## src/rtl/eq_sched_pkg.sv

```systemverilog
// rtl/eq_sched_pkg.sv - shared types and helpers for the channel frame scheduler
package eq_sched_pkg;

   typedef enum logic {
      WAIT_ALL = 1'b0,
      ISSUE    = 1'b1
   } sched_state_t;

   localparam int STAT_W = 16;

   function automatic int ch_w(input int n);
      return (n > 2) ? $clog2(n) : 1;
   endfunction

endpackage

```

## src/rtl/fifo_sched_oreg.sv

```systemverilog
// rtl/fifo_sched_oreg.sv - valid/ready output register feeding the shared datapath
module fifo_sched_oreg #(
   parameter int D_WIDTH = 24,
   parameter int CH_W    = 1
) (
   input  logic               clk_i,
   input  logic               rst_i,
   input  logic               push_i,
   input  logic [D_WIDTH-1:0] data_i,
   input  logic [CH_W-1:0]    chan_i,
   input  logic               sof_i,
   input  logic               ready_i,
   output logic [D_WIDTH-1:0] data_o,
   output logic [CH_W-1:0]    chan_o,
   output logic               sof_o,
   output logic               valid_o,
   output logic               load_o
);

   logic [D_WIDTH-1:0] data_q, data_d;
   logic [CH_W-1:0]    chan_q, chan_d;
   logic               sof_q, sof_d;
   logic               valid_q, valid_d;

   // Register can take a new word when empty or when its current word leaves this cycle
   assign load_o = ~valid_q | ready_i;

   always_comb begin
      data_d  = data_q;
      chan_d  = chan_q;
      sof_d   = sof_q;
      valid_d = valid_q;
      if (push_i) begin
         data_d  = data_i;
         chan_d  = chan_i;
         sof_d   = sof_i;
         valid_d = 1'b1;
      end else if (ready_i) begin
         valid_d = 1'b0;
      end
   end

   always_ff @(posedge clk_i) begin
      if (rst_i) begin
         data_q  <= '0;
         chan_q  <= '0;
         sof_q   <= 1'b0;
         valid_q <= 1'b0;
      end else begin
         data_q  <= data_d;
         chan_q  <= chan_d;
         sof_q   <= sof_d;
         valid_q <= valid_d;
      end
   end

   assign data_o  = data_q;
   assign chan_o  = chan_q;
   assign sof_o   = sof_q;
   assign valid_o = valid_q;

endmodule

```

## src/rtl/fifo_frame_scheduler.sv

```systemverilog
// rtl/fifo_frame_scheduler.sv - sample-aligned frame reader over N channel FIFOs
// Optional FIFO_FRAME_SCHED_STATS_EN adds frame and stall counters.
module fifo_frame_scheduler
   import eq_sched_pkg::*;
#(
   parameter int N_CH    = 2,
   parameter int D_WIDTH = 24,
   localparam int CH_W   = ch_w(N_CH)
) (
   input  logic                    clk_i,
   input  logic                    rst_i,
   input  logic [N_CH*D_WIDTH-1:0] data_i,
   input  logic [N_CH-1:0]         empty_i,
   input  logic [N_CH-1:0]         full_i,
   output logic [N_CH-1:0]         rdreq_o,
   output logic [D_WIDTH-1:0]      data_o,
   output logic [CH_W-1:0]         chan_o,
   output logic                    sof_o,
   output logic                    valid_o,
   input  logic                    ready_i,
   output logic                    desync_o,
`ifdef FIFO_FRAME_SCHED_STATS_EN
   output logic [STAT_W-1:0]       frame_cnt_o,
   output logic [STAT_W-1:0]       stall_cnt_o,
`endif
   input  logic                    desync_clr_i
);

   sched_state_t       state_q, state_d;
   logic [CH_W-1:0]    ptr_q, ptr_d;
   logic               desync_q, desync_d;
   logic               load;
   logic               push;
   logic               last_ch;
   logic [D_WIDTH-1:0] head_word;

   assign push    = (state_q == ISSUE) & load;
   assign last_ch = (ptr_q == CH_W'(N_CH - 1));

   always_comb begin
      head_word = '0;
      for (int k = 0; k < N_CH; k++) begin
         if (ptr_q == CH_W'(k)) head_word = data_i[k*D_WIDTH +: D_WIDTH];
      end
   end

   // Pop strobe must never leak during reset, otherwise a reset frame would lose a word
   always_comb begin
      rdreq_o = '0;
      for (int k = 0; k < N_CH; k++) begin
         rdreq_o[k] = push & ~rst_i & (ptr_q == CH_W'(k));
      end
   end

   always_comb begin
      state_d  = state_q;
      ptr_d    = ptr_q;
      desync_d = desync_q;
      case (state_q)
         WAIT_ALL: begin
            if ((empty_i == '0) && load) begin
               state_d = ISSUE;
               ptr_d   = '0;
            end
         end
         ISSUE: begin
            if (load) begin
               if (last_ch) begin
                  state_d = WAIT_ALL;
                  ptr_d   = '0;
               end else begin
                  ptr_d = ptr_q + CH_W'(1);
               end
            end
         end
         default: state_d = WAIT_ALL;
      endcase
      if (desync_clr_i) desync_d = 1'b0;
      if ((state_q == WAIT_ALL) && ((full_i & ~empty_i) != '0) && (empty_i != '0)) desync_d = 1'b1;
   end

   always_ff @(posedge clk_i) begin
      if (rst_i) begin
         state_q  <= WAIT_ALL;
         ptr_q    <= '0;
         desync_q <= 1'b0;
      end else begin
         state_q  <= state_d;
         ptr_q    <= ptr_d;
         desync_q <= desync_d;
      end
   end

   assign desync_o = desync_q;

   fifo_sched_oreg #(
      .D_WIDTH (D_WIDTH),
      .CH_W    (CH_W)
   ) u_oreg (
      .clk_i   (clk_i),
      .rst_i   (rst_i),
      .push_i  (push),
      .data_i  (head_word),
      .chan_i  (ptr_q),
      .sof_i   (ptr_q == '0),
      .ready_i (ready_i),
      .data_o  (data_o),
      .chan_o  (chan_o),
      .sof_o   (sof_o),
      .valid_o (valid_o),
      .load_o  (load)
   );

`ifdef FIFO_FRAME_SCHED_STATS_EN
   logic [STAT_W-1:0] frame_cnt_q, frame_cnt_d;
   logic [STAT_W-1:0] stall_cnt_q, stall_cnt_d;

   always_comb begin
      frame_cnt_d = frame_cnt_q;
      stall_cnt_d = stall_cnt_q;
      if (valid_o && ready_i && (chan_o == CH_W'(N_CH - 1))) frame_cnt_d = frame_cnt_q + STAT_W'(1);
      if (valid_o && !ready_i && !(&stall_cnt_q)) stall_cnt_d = stall_cnt_q + STAT_W'(1);
   end

   always_ff @(posedge clk_i) begin
      if (rst_i) begin
         frame_cnt_q <= '0;
         stall_cnt_q <= '0;
      end else begin
         frame_cnt_q <= frame_cnt_d;
         stall_cnt_q <= stall_cnt_d;
      end
   end

   assign frame_cnt_o = frame_cnt_q;
   assign stall_cnt_o = stall_cnt_q;
`endif

endmodule
```

## config.mk

```make
export PLATFORM = sky130hd
export DESIGN_NAME = fifo_frame_scheduler
export DESIGN_NICKNAME = d
export VERILOG_FILES = /design/src/rtl/eq_sched_pkg.sv /design/src/rtl/fifo_sched_oreg.sv /design/src/rtl/fifo_frame_scheduler.sv
export SDC_FILE = /design/constraint.sdc
export NUM_CORES = 1
export LEC_CHECK = 0
export BUFFER_PORTS_ARGS = -buffer_cell sky130_fd_sc_hd__buf_2
export CORE_MARGIN = 5
export CORE_UTILIZATION = 46
export CTS_CLUSTER_SIZE = 16
export DETAILED_ROUTE_END_ITERATION = 7
export GPL_TIMING_DRIVEN = 0
export PLACE_DENSITY_LB_ADDON = 0.12
export SYNTH_ARGS = -nofsm -noshare
export SYNTH_HDL_FRONTEND = slang
export SYNTH_HIERARCHICAL = 1
export SYNTH_SLANG_ARGS = --single-unit
```

## constraint.sdc

```tcl
create_clock -name clk_i -period 3.9 [get_ports clk_i]
set_input_delay 0.585 -clock clk_i [delete_from_list [all_inputs] [get_ports clk_i]]
set_output_delay 0.585 -clock clk_i [all_outputs]
set_load 0.01 [all_outputs]
```

==> results.py, run 1 <==
metrics = {
    "worst_setup_path": {
        "crit_required_ns": 3.31,
        "endpoint_kind": "primary output",
        "cp_max_fo": 10,
        "worstSetupPathType": "flop to primary output",
        "worst_ep_arrival_time_ns": 1.43,
        "startpoint_type": "flop",
        "reg2reg_slack_ns": 2.49,
    },
    "synth": {
        "ys_ff_latch": 30,
        "seq_area_frac_synth_pct": 41.6,
        "synth.distinct_cells": 19,
        "yosys_warnings": 6,
        "syn_avg_cell_area_um2": 10.6,
        "syn_area_mm2": 0.00144,
        "syn_inst": 136,
        "synthesis.nets": 192,
    },
    "sta": {
        "report.final.slew_viol_count": 0,
        "fin_ws_ns": 1.88,
        "min_period_ns": 2.02,
        "setup_viol": 0,
        "tns_ns": 0,
        "max_freq_mhz": 496,
        "max-slew-margin-rel_pct": 84.1,
        "fin_skew_ns": 0.00830,
        "finalCritPeriodShare_pct": 51.7,
        "finalHoldViolations": 0,
        "rsz0062_at_grt": "no",
        "worst_slew_pin_slew_ns": 0.235,
    },
    "floorplanning": {
        "initial_utilization_pct": 47.7,
        "rows": 20,
        "die_w_um": 66.0,
        "die-area_mm2": 0.00436,
        "ioPinCount": 86,
        "die_y_um": 66.0,
        "core-area_mm2": 0.00303,
    },
    "clock_network": {
        "cts-root-buf": "clkbuf_4",
        "cts.path.max_buffers": 2,
        "clk_pin_slew_ns": 0.09,
        "clock_latency_ns": 0.33,
        "htreeDepth": 2,
        "numCtsBuffers": 5,
        "hold_buffers": 0,
        "post-cts-setup-buffers": 0,
        "cts_tree": "done",
        "cts.repair.resized": 0,
        "cts_sinks": 30,
    },
    "detailed_routing": {
        "avgViaCountPerCell": 4.70,
        "dr.pass1.iters": 4,
        "drt_iter0_markers": 32,
        "drtAntennaViolNets": 0,
        "via_count": 1283,
        "wl_per_cell_um": 12.5,
        "drc_errors": 0,
        "routed_wl_mm": 3.41,
    },
    "grt": {
        "grt_pass1_wl_mm": 5.37,
        "grt_use_total_pct": 16.3,
        "antenna_found_initial": 0,
        "gr-total-overflow": 0,
        "grt_pass1_vias": 1288,
        "grt_max_degree": 11,
    },
    "placement": {
        "place_congestion": 0.743,
        "hpwlAfterDp_mm": 2.72,
        "pre_cts_slack_ns": 2.02,
        "portBuffers": 85,
    },
    "finish": {
        "final_layout_size_suffix_gt1_share_pct": 55.9,
        "nets": 284,
        "area_growth_pct": 41.0,
        "antenna_cells": 0,
    },
    "pwr": {
        "leakage_nw": 0.983,
        "vdd_drop_max_mv": 0.231,
        "fin_total_pwr_w": 0.000824,
        "power_density_mw_per_mm2": 405,
    },
    "flow_run": {
        "drv_cap": 0,
    },
    "status": {
        "status": "finished, final reports clean",
    },
    "worst_hold_path": {
        "min_path_type": "flop to flop",
    },
}
through the flow:
stage | cells | util (%) | hold slack [ns] | cell area, um^2
finish | 273 | 67.2 | 0.491 | 2040
floorplan | 136 | - | 0.505 | 1440
CTS | 273 | 67.2 | 0.489 | 2040
global placement | 265 | 63.6 | 0.469 | 1920
global route | 273 | 67.2 | 0.495 | 2040
detailed placement | 265 | 63.6 | 0.476 | 1920
cells by family (layout without fill, tap and decap cells):
logic type	after synthesis	in the layout	share of synthesized area (%)
AO/OA/AOI/OAI	7	7	3.81
AND/OR/NAND/NOR	37	37	10.6
buffers and inverters	12	105	7.28
multiplexers	50	50	36.7
flip-flops	30	30	41.6
per-layer routing:
| layer | part of all wire [%] | routed length, um | track usage [%] |
|---|---|---|---|
| met5 | 0 | 0 | 0 |
| met4 | 0.97 | 33 | 6.60 |
| met3 | 8.5 | 288 | 6.12 |
| met2 | 51 | 1740 | 29.8 |
| met1 | 39 | 1340 | 16.6 |
area by class of cell:
class                           count  area, um^2
Buffer                              9        93.8
Clock buffer                        6        51.3
Clock inverter                      2        60.1
Fill cell                         272         992
Inverter                            3        11.3
Multi-Input combinational cell     94         738
Sequential cell                    30         601
Tap cell                           44        55.1
Timing Repair Buffer               85         425
registers in the layout, indices dropped and copies added (netlist names):
signal / flops
u_oreg/data_o: 24
u_oreg/sof_o: 1
u_oreg/chan_o: 1
desync_o: 1
u_oreg/valid_o: 1
state_q: 1
last_ch: 1
power by group:
part | total, W | internal (W) | switching [W]
clock | 0.000326 | 0.000217 | 0.000109
sequential | 0.000335 | 0.000325 | 0.00000991
combinational | 0.000162 | 0.0000912 | 0.0000712
total | 0.000824 | 0.000634 | 0.000190
critical path: stages, from the launching register on:
cell and delay (ns):
dfxtp_1 0.37, buf_6 0.17, buf_6 0.16, inv_1 0.07, nor3_1 0.16, buf_2 0.15
Yosys cell counts, drive strengths merged:
cell / number / area share (%)
inv: 3 / 0.78
buf: 9 / 6.5
a21oi: 3 / 1.3
nor3b: 1 / 0.52
nand2: 4 / 1.0
nor4b: 1 / 0.61
nand2b: 1 / 0.43
o22ai: 1 / 0.43
mux2i: 26 / 18
nor2: 28 / 7.3
dfxtp: 30 / 42
nor3: 2 / 0.69
mux2: 24 / 19
a21o: 1 / 0.52
a311oi: 1 / 1.0
o21bai: 1 / 0.52
worst paths after layout:
path,endpoint,startpoint,cells past startpoint
setup reg to reg,u_oreg/data_o[9],u_oreg/valid_o,7
hold / removal,u_oreg/data_o[3],u_oreg/data_o[3],2
setup / recovery,rdreq_o[1],last_ch,5
hold reg to reg,u_oreg/data_o[3],u_oreg/data_o[3],2
layout by cell type, fill, tap and decap left out, types with 2 or more instances in the layout:
cell / instances
bufinv_16: 2
buf_2: 89
nor3_1: 2
mux2i_1: 26
nor2_1: 28
dfxtp_1: 30
buf_6: 3
inv_1: 3
mux2_2: 24
buf_12: 2
nand2_1: 4
a21oi_1: 2
clkbuf_4: 5
Power figures use the tool's default switching activity.
==> run 2, diff against run 1 <==
--- a/config.mk
+++ b/config.mk
@@ -7,7 +7,7 @@
 export LEC_CHECK = 0
 export BUFFER_PORTS_ARGS = -buffer_cell sky130_fd_sc_hd__buf_2
 export CORE_MARGIN = 5
-export CORE_UTILIZATION = 46
+export CORE_UTILIZATION = 43
 export CTS_CLUSTER_SIZE = 16
 export DETAILED_ROUTE_END_ITERATION = 7
 export GPL_TIMING_DRIVEN = 0
==> constraint.sdc (replaced) <==
create_clock -name clk_i -period 1.9 [get_ports clk_i]
set_input_delay 0.285 -clock clk_i [delete_from_list [all_inputs] [get_ports clk_i]]
set_output_delay 0.285 -clock clk_i [all_outputs]
set_load 0.01 [all_outputs]
==> results.py, run 2 (same netlist as run 1, synthesis figures left out) <==
metrics = {
    "placement": {
        "place_congestion": 0.701,
        "hpwlAfterDp_mm": 2.71,
        "pre_cts_slack_ns": 0.386,
        "placed_area_mm2": 0.00193,
        "portBuffers": 85,
        "dp_cells": 267,
    },
    "sta": {
        "finalHoldViolations": 0,
        "max_freq_mhz": 592,
        "report.final.slew_viol_count": 0,
        "worst_slew_pin_slew_ns": 0.244,
        "finalCritPeriodShare_pct": 88.9,
        "rsz0062_at_grt": "no",
        "max-slew-margin-rel_pct": 83.5,
        "fin_ws_ns": 0.211,
        "tns_ns": 0,
        "min_period_ns": 1.69,
        "setup_viol": 0,
        "fin_skew_ns": 0.00252,
    },
    "detailed_routing": {
        "routed_wl_mm": 3.40,
        "drt_iter0_markers": 67,
        "dr.pass1.iters": 4,
        "avgViaCountPerCell": 4.64,
        "wl_per_cell_um": 12.4,
        "via_count": 1272,
        "drtAntennaViolNets": 0,
        "drc_errors": 0,
    },
    "clock_network": {
        "cts.repair.resized": 0,
        "cts_sinks": 30,
        "post-cts-setup-buffers": 0,
        "clk_pin_slew_ns": 0.08,
        "numCtsBuffers": 5,
        "cts-root-buf": "clkbuf_4",
        "cts_tree": "done",
        "hold_buffers": 0,
        "clock_latency_ns": 0.32,
        "htreeDepth": 2,
        "cts.path.max_buffers": 2,
    },
    "worst_setup_path": {
        "endpoint_kind": "primary output",
        "worst_ep_arrival_time_ns": 1.40,
        "worstSetupPathType": "flop to primary output",
        "cp_max_fo": 10,
        "crit_slowest_cell": "dfxtp_1",
        "crit_family": "buffers and inverters",
        "cp_cell_sequence": "buf_6, buf_6, inv_1, nor3_1, buf_2",
        "crit_required_ns": 1.62,
        "crit_top_cell": "buf_6",
        "max_stage_delay_ns": 0.37,
        "cp_num_buf_inv": 4,
        "startpoint_type": "flop",
    },
    "floorplanning": {
        "die_y_um": 67.9,
        "die_w_um": 67.9,
        "rows": 21,
        "core-area_mm2": 0.00328,
        "die-area_mm2": 0.00462,
        "ioPinCount": 86,
        "initial_utilization_pct": 44.0,
    },
    "finish": {
        "nets": 284,
        "design_area_mm2": 0.00197,
        "final_common_cell": "buf_2",
        "final_cell_mix": "buf_2, dfxtp_1, nor2_1, mux2i_1, mux2_2",
        "stdcell_count": 274,
        "fill_cells": 302,
        "largest_reg_flops": 24,
        "antenna_cells": 0,
        "final_layout_size_suffix_gt1_share_pct": 54.8,
        "area_growth_pct": 36.6,
    },
    "grt": {
        "antenna_found_initial": 0,
        "grt_pass1_wl_mm": 5.33,
        "grt_pass1_vias": 1267,
        "gr-total-overflow": 0,
        "grt_max_degree": 11,
        "grt_use_total_pct": 15.7,
    },
    "pwr": {
        "power_density_mw_per_mm2": 690,
        "leakage_nw": 0.950,
        "vdd_drop_max_mv": 0.403,
    },
    "worst_hold_path": {
        "min_path_type": "input pin to flop",
    },
    "flow_run": {
        "drv_cap": 0,
    },
    "status": {
        "status": "finished, final reports clean",
    },
}
run 2: changes by cell type in the layout (fill, tap and decap cells not counted), sizes merged:
cell | previous run | this run
bufinv | 2 | 0
clkbuf | 6 | 7
run 2: cell type report:
| cell class | count | area [um^2] | share of cell area, % |
|---|---|---|---|
| tap | 46 | 57.6 | 2.92 |
| timing repair buffer | 85 | 425 | 21.6 |
| sequential | 30 | 601 | 30.5 |
| clock buffer | 7 | 45.0 | 2.28 |
| multi-input combinational | 94 | 738 | 37.4 |
| inverter | 3 | 11.3 | 0.571 |
| buffer | 9 | 93.8 | 4.76 |
run 2: worst paths after layout:
path | start | end | slack, ns | depth (start not counted)
worst min-delay path | rst_i | last_ch | 0.21 | 2
worst min register to register | u_oreg/data_o[1] | u_oreg/data_o[1] | 0.50 | 2
worst max-delay path | last_ch | rdreq_o[1] | 0.21 | 5
worst max register to register | u_oreg/valid_o | u_oreg/data_o[7] | 0.49 | 7
run 2: per-layer routing:
layer  part of all wire, %  up-vias  track usage, %
li1                      -      649               -
met1                    40      563            16.8
met2                    49       52            27.6
met3                   8.5        8            4.43
met4                   2.4        0            8.68
met5                     0        -               0
run 2: through the flow:
step | hold WS [ns] | utilization [%] | power, W
6_report | 0.214 | 60.0 | 0.00136
5_1_grt | 0.207 | 60.0 | 0.00144
4_1_cts | 0.203 | 60.0 | 0.00138
3_5_place_dp | 0.479 | 58.7 | 0.00104
3_3_place_gp | 0.467 | 58.7 | 0.00103
2_1_floorplan | 0.353 | - | 0.000916
run 2: power breakdown:
group	internal (W)	switching, W	total (W)
registers	0.000667	0.0000200	0.000687
clock network	0.000139	0.000200	0.000339
logic	0.000187	0.000147	0.000334
total	0.000994	0.000367	0.00136
run 2: worst reg2reg max path, stage by stage, from the launching register on:
cell	delay, ns
dfxtp_1	0.32
nand2b_1	0.21
nand2_1	0.13
inv_1	0.08
buf_6	0.17
buf_12	0.16
mux2i_1	0.19
nor2_1	0.06
==> run 3, diff against run 2 <==
--- a/config.mk
+++ b/config.mk
@@ -7,7 +7,7 @@
 export LEC_CHECK = 0
 export BUFFER_PORTS_ARGS = -buffer_cell sky130_fd_sc_hd__buf_2
 export CORE_MARGIN = 5
-export CORE_UTILIZATION = 43
+export CORE_UTILIZATION = 39
 export CTS_CLUSTER_SIZE = 16
 export DETAILED_ROUTE_END_ITERATION = 7
 export GPL_TIMING_DRIVEN = 0
==> constraint.sdc (replaced) <==
create_clock -name clk_i -period 1.4 [get_ports clk_i]
set_input_delay 0.21 -clock clk_i [delete_from_list [all_inputs] [get_ports clk_i]]
set_output_delay 0.21 -clock clk_i [all_outputs]
set_load 0.01 [all_outputs]
==> results.py, run 3 (same netlist as run 1, synthesis figures left out) <==
metrics = {
    "status": {
        "status": "finished, final reports clean",
    },
    "pwr": {
        "power_density_mw_per_mm2": 1020,
        "clkPwrFrac_pct": 33.1,
        "p_comb_share_pct": 22.1,
        "pwr-share-seq_pct": 44.9,
        "vdd_drop_max_mv": 0.604,
        "p_switching_w": 0.000523,
        "fin_total_pwr_w": 0.00209,
        "p_int_w": 0.00157,
        "leakage_nw": 0.990,
        "sw_frac_of_total_pct": 25.0,
    },
    "worst_setup_path": {
        "worstSetupPathType": "flop to primary output",
        "crit_family": "flip-flops",
        "reg2reg_depth": 7,
        "endpoint_kind": "primary output",
        "cp_num_buf_inv": 3,
        "worst_ep_arrival_time_ns": 1.09,
        "crit_slowest_cell": "dfxtp_2",
        "cp_max_fo": 6,
        "startpoint_type": "flop",
        "max_stage_delay_ns": 0.36,
        "crit_required_ns": 1.19,
        "cp_num_cells": 4,
        "cp_cell_sequence": "buf_8, inv_1, nor3_2, buf_2",
    },
    "detailed_routing": {
        "wl_per_cell_um": 12.1,
        "drtAntennaViolNets": 0,
        "via_count": 1277,
        "routed_wl_mm": 3.38,
        "drc_errors": 0,
        "dr.pass1.iters": 4,
        "drt_iter0_markers": 39,
        "avgViaCountPerCell": 4.58,
    },
    "placement": {
        "dp_cells": 269,
        "portBuffers": 85,
        "hpwlAfterDp_mm": 2.71,
        "place_congestion": 0.743,
    },
    "grt": {
        "grt_max_degree": 11,
        "grt_pass1_vias": 1287,
        "grt_use_total_pct": 13.3,
        "antenna_found_initial": 0,
        "gr-total-overflow": 0,
        "grt_pass1_wl_mm": 5.44,
    },
    "sta": {
        "finalCritPeriodShare_pct": 93.1,
        "rsz0062_at_grt": "yes",
        "worst_slew_pin_slew_ns": 0.243,
        "setup_viol": 0,
        "max-slew-margin-rel_pct": 83.6,
        "max_freq_mhz": 767,
        "hold_slack_ns": 0.204,
        "fin_skew_ns": 0.00508,
        "min_period_ns": 1.30,
        "report.final.slew_viol_count": 0,
        "finalHoldViolations": 0,
    },
    "floorplanning": {
        "initial_utilization_pct": 39.7,
        "die-area_mm2": 0.00502,
        "rows": 22,
        "die_w_um": 70.8,
        "ioPinCount": 86,
        "die_y_um": 70.8,
        "core-area_mm2": 0.00363,
    },
    "clock_network": {
        "clk_pin_slew_ns": 0.06,
        "hold_buffers": 0,
        "htreeDepth": 2,
        "cts_tree": "done",
        "cts-root-buf": "clkbuf_8",
        "cts.path.max_buffers": 2,
        "cts_sinks": 30,
        "clock_latency_ns": 0.27,
        "numCtsBuffers": 5,
    },
    "finish": {
        "fill_cells": 353,
        "final_layout_size_suffix_gt1_share_pct": 57.6,
        "nets": 286,
        "largest_reg_flops": 24,
        "final_common_cell": "buf_2",
        "final_util_pct": 56.4,
        "area_growth_pct": 42.0,
        "antenna_cells": 0,
        "stdcell_count": 279,
        "final_cell_mix": "buf_2, nor2_1, dfxtp_1, mux2i_1, mux2_2",
    },
    "flow_run": {
        "drv_cap": 0,
    },
    "worst_hold_path": {
        "whs_path_depth": 2,
        "min_path_type": "input pin to flop",
    },
}
## run 3: cell count changes in the layout (fill, tap and decap cells not counted), sizes merged
cell	previous run	this run
buf	94	96
clkinv	0	1
## run 3: metrics by stage
stage          setup slack (ns)  setup TNS [ns]  instance area, um^2
2_1_floorplan             0.103               0                 1440
3_3_place_gp           -0.00169        -0.00249                 1930
3_5_place_dp            -0.0454          -0.562                 1930
4_1_cts                  0.0575               0                 2040
5_1_grt                -0.00688        -0.00688                 2050
6_report                 0.0967               0                 2050
## run 3: layout make-up
| type | instances | area, um^2 | share of cell area, % |
|---|---|---|---|
| well taps | 48 | 60.1 | 2.93 |
| clock inverters | 1 | 5.00 | 0.244 |
| flip-flops and latches | 30 | 603 | 29.4 |
| multi-input cells | 94 | 751 | 36.6 |
| repair buffers | 88 | 448 | 21.8 |
| clock buffers | 7 | 86.3 | 4.21 |
| inverters | 3 | 11.3 | 0.549 |
| plain buffers | 8 | 86.3 | 4.21 |
## run 3: per-layer routing
metal / global-route usage [%] / up-vias / share of wire (%)
met1: 15.3 / 572 / 42
met2: 22.3 / 53 / 46
li1: - / 650 / -
met3: 6.11 / 2 / 11
met4: 3.13 / 0 / 0.53
met5: 0 / - / 0
## run 3: timing repair
item,in CTS,in global routing
setup buffers,3,0
hold endpoints to repair,0,0
endpoints found under the setup margin,21,19
gates cloned,0,0
gates resized for setup,3,2
## run 3: final timing paths
check	from	to	slack [ns]
worst max-delay path	last_ch	rdreq_o[1]	0.1
worst min-delay path	rst_i	last_ch	0.20
worst max register to register	u_oreg/valid_o	u_oreg/data_o[17]	0.1
worst min register to register	u_oreg/data_o[10]	u_oreg/data_o[10]	0.49
## run 3: power by group through the flow
stage | clock network [W] | logic (W) | registers, W
after floorplan | 0 | 0.000268 | 0.000975
final | 0.000690 | 0.000461 | 0.000937
after global routing | 0.000760 | 0.000507 | 0.000944
after CTS | 0.000713 | 0.000469 | 0.000937
after global placement | 0 | 0.000446 | 0.000951
after detailed placement | 0 | 0.000458 | 0.000953
## run 3: worst reg2reg max path: stages, from the launching register on
cell      delay, ns
dfxtp_1        0.33
nand2b_4       0.10
nand2_1        0.10
inv_1          0.08
buf_6          0.17
buf_12         0.16
mux2i_1        0.21
nor2_1         0.05
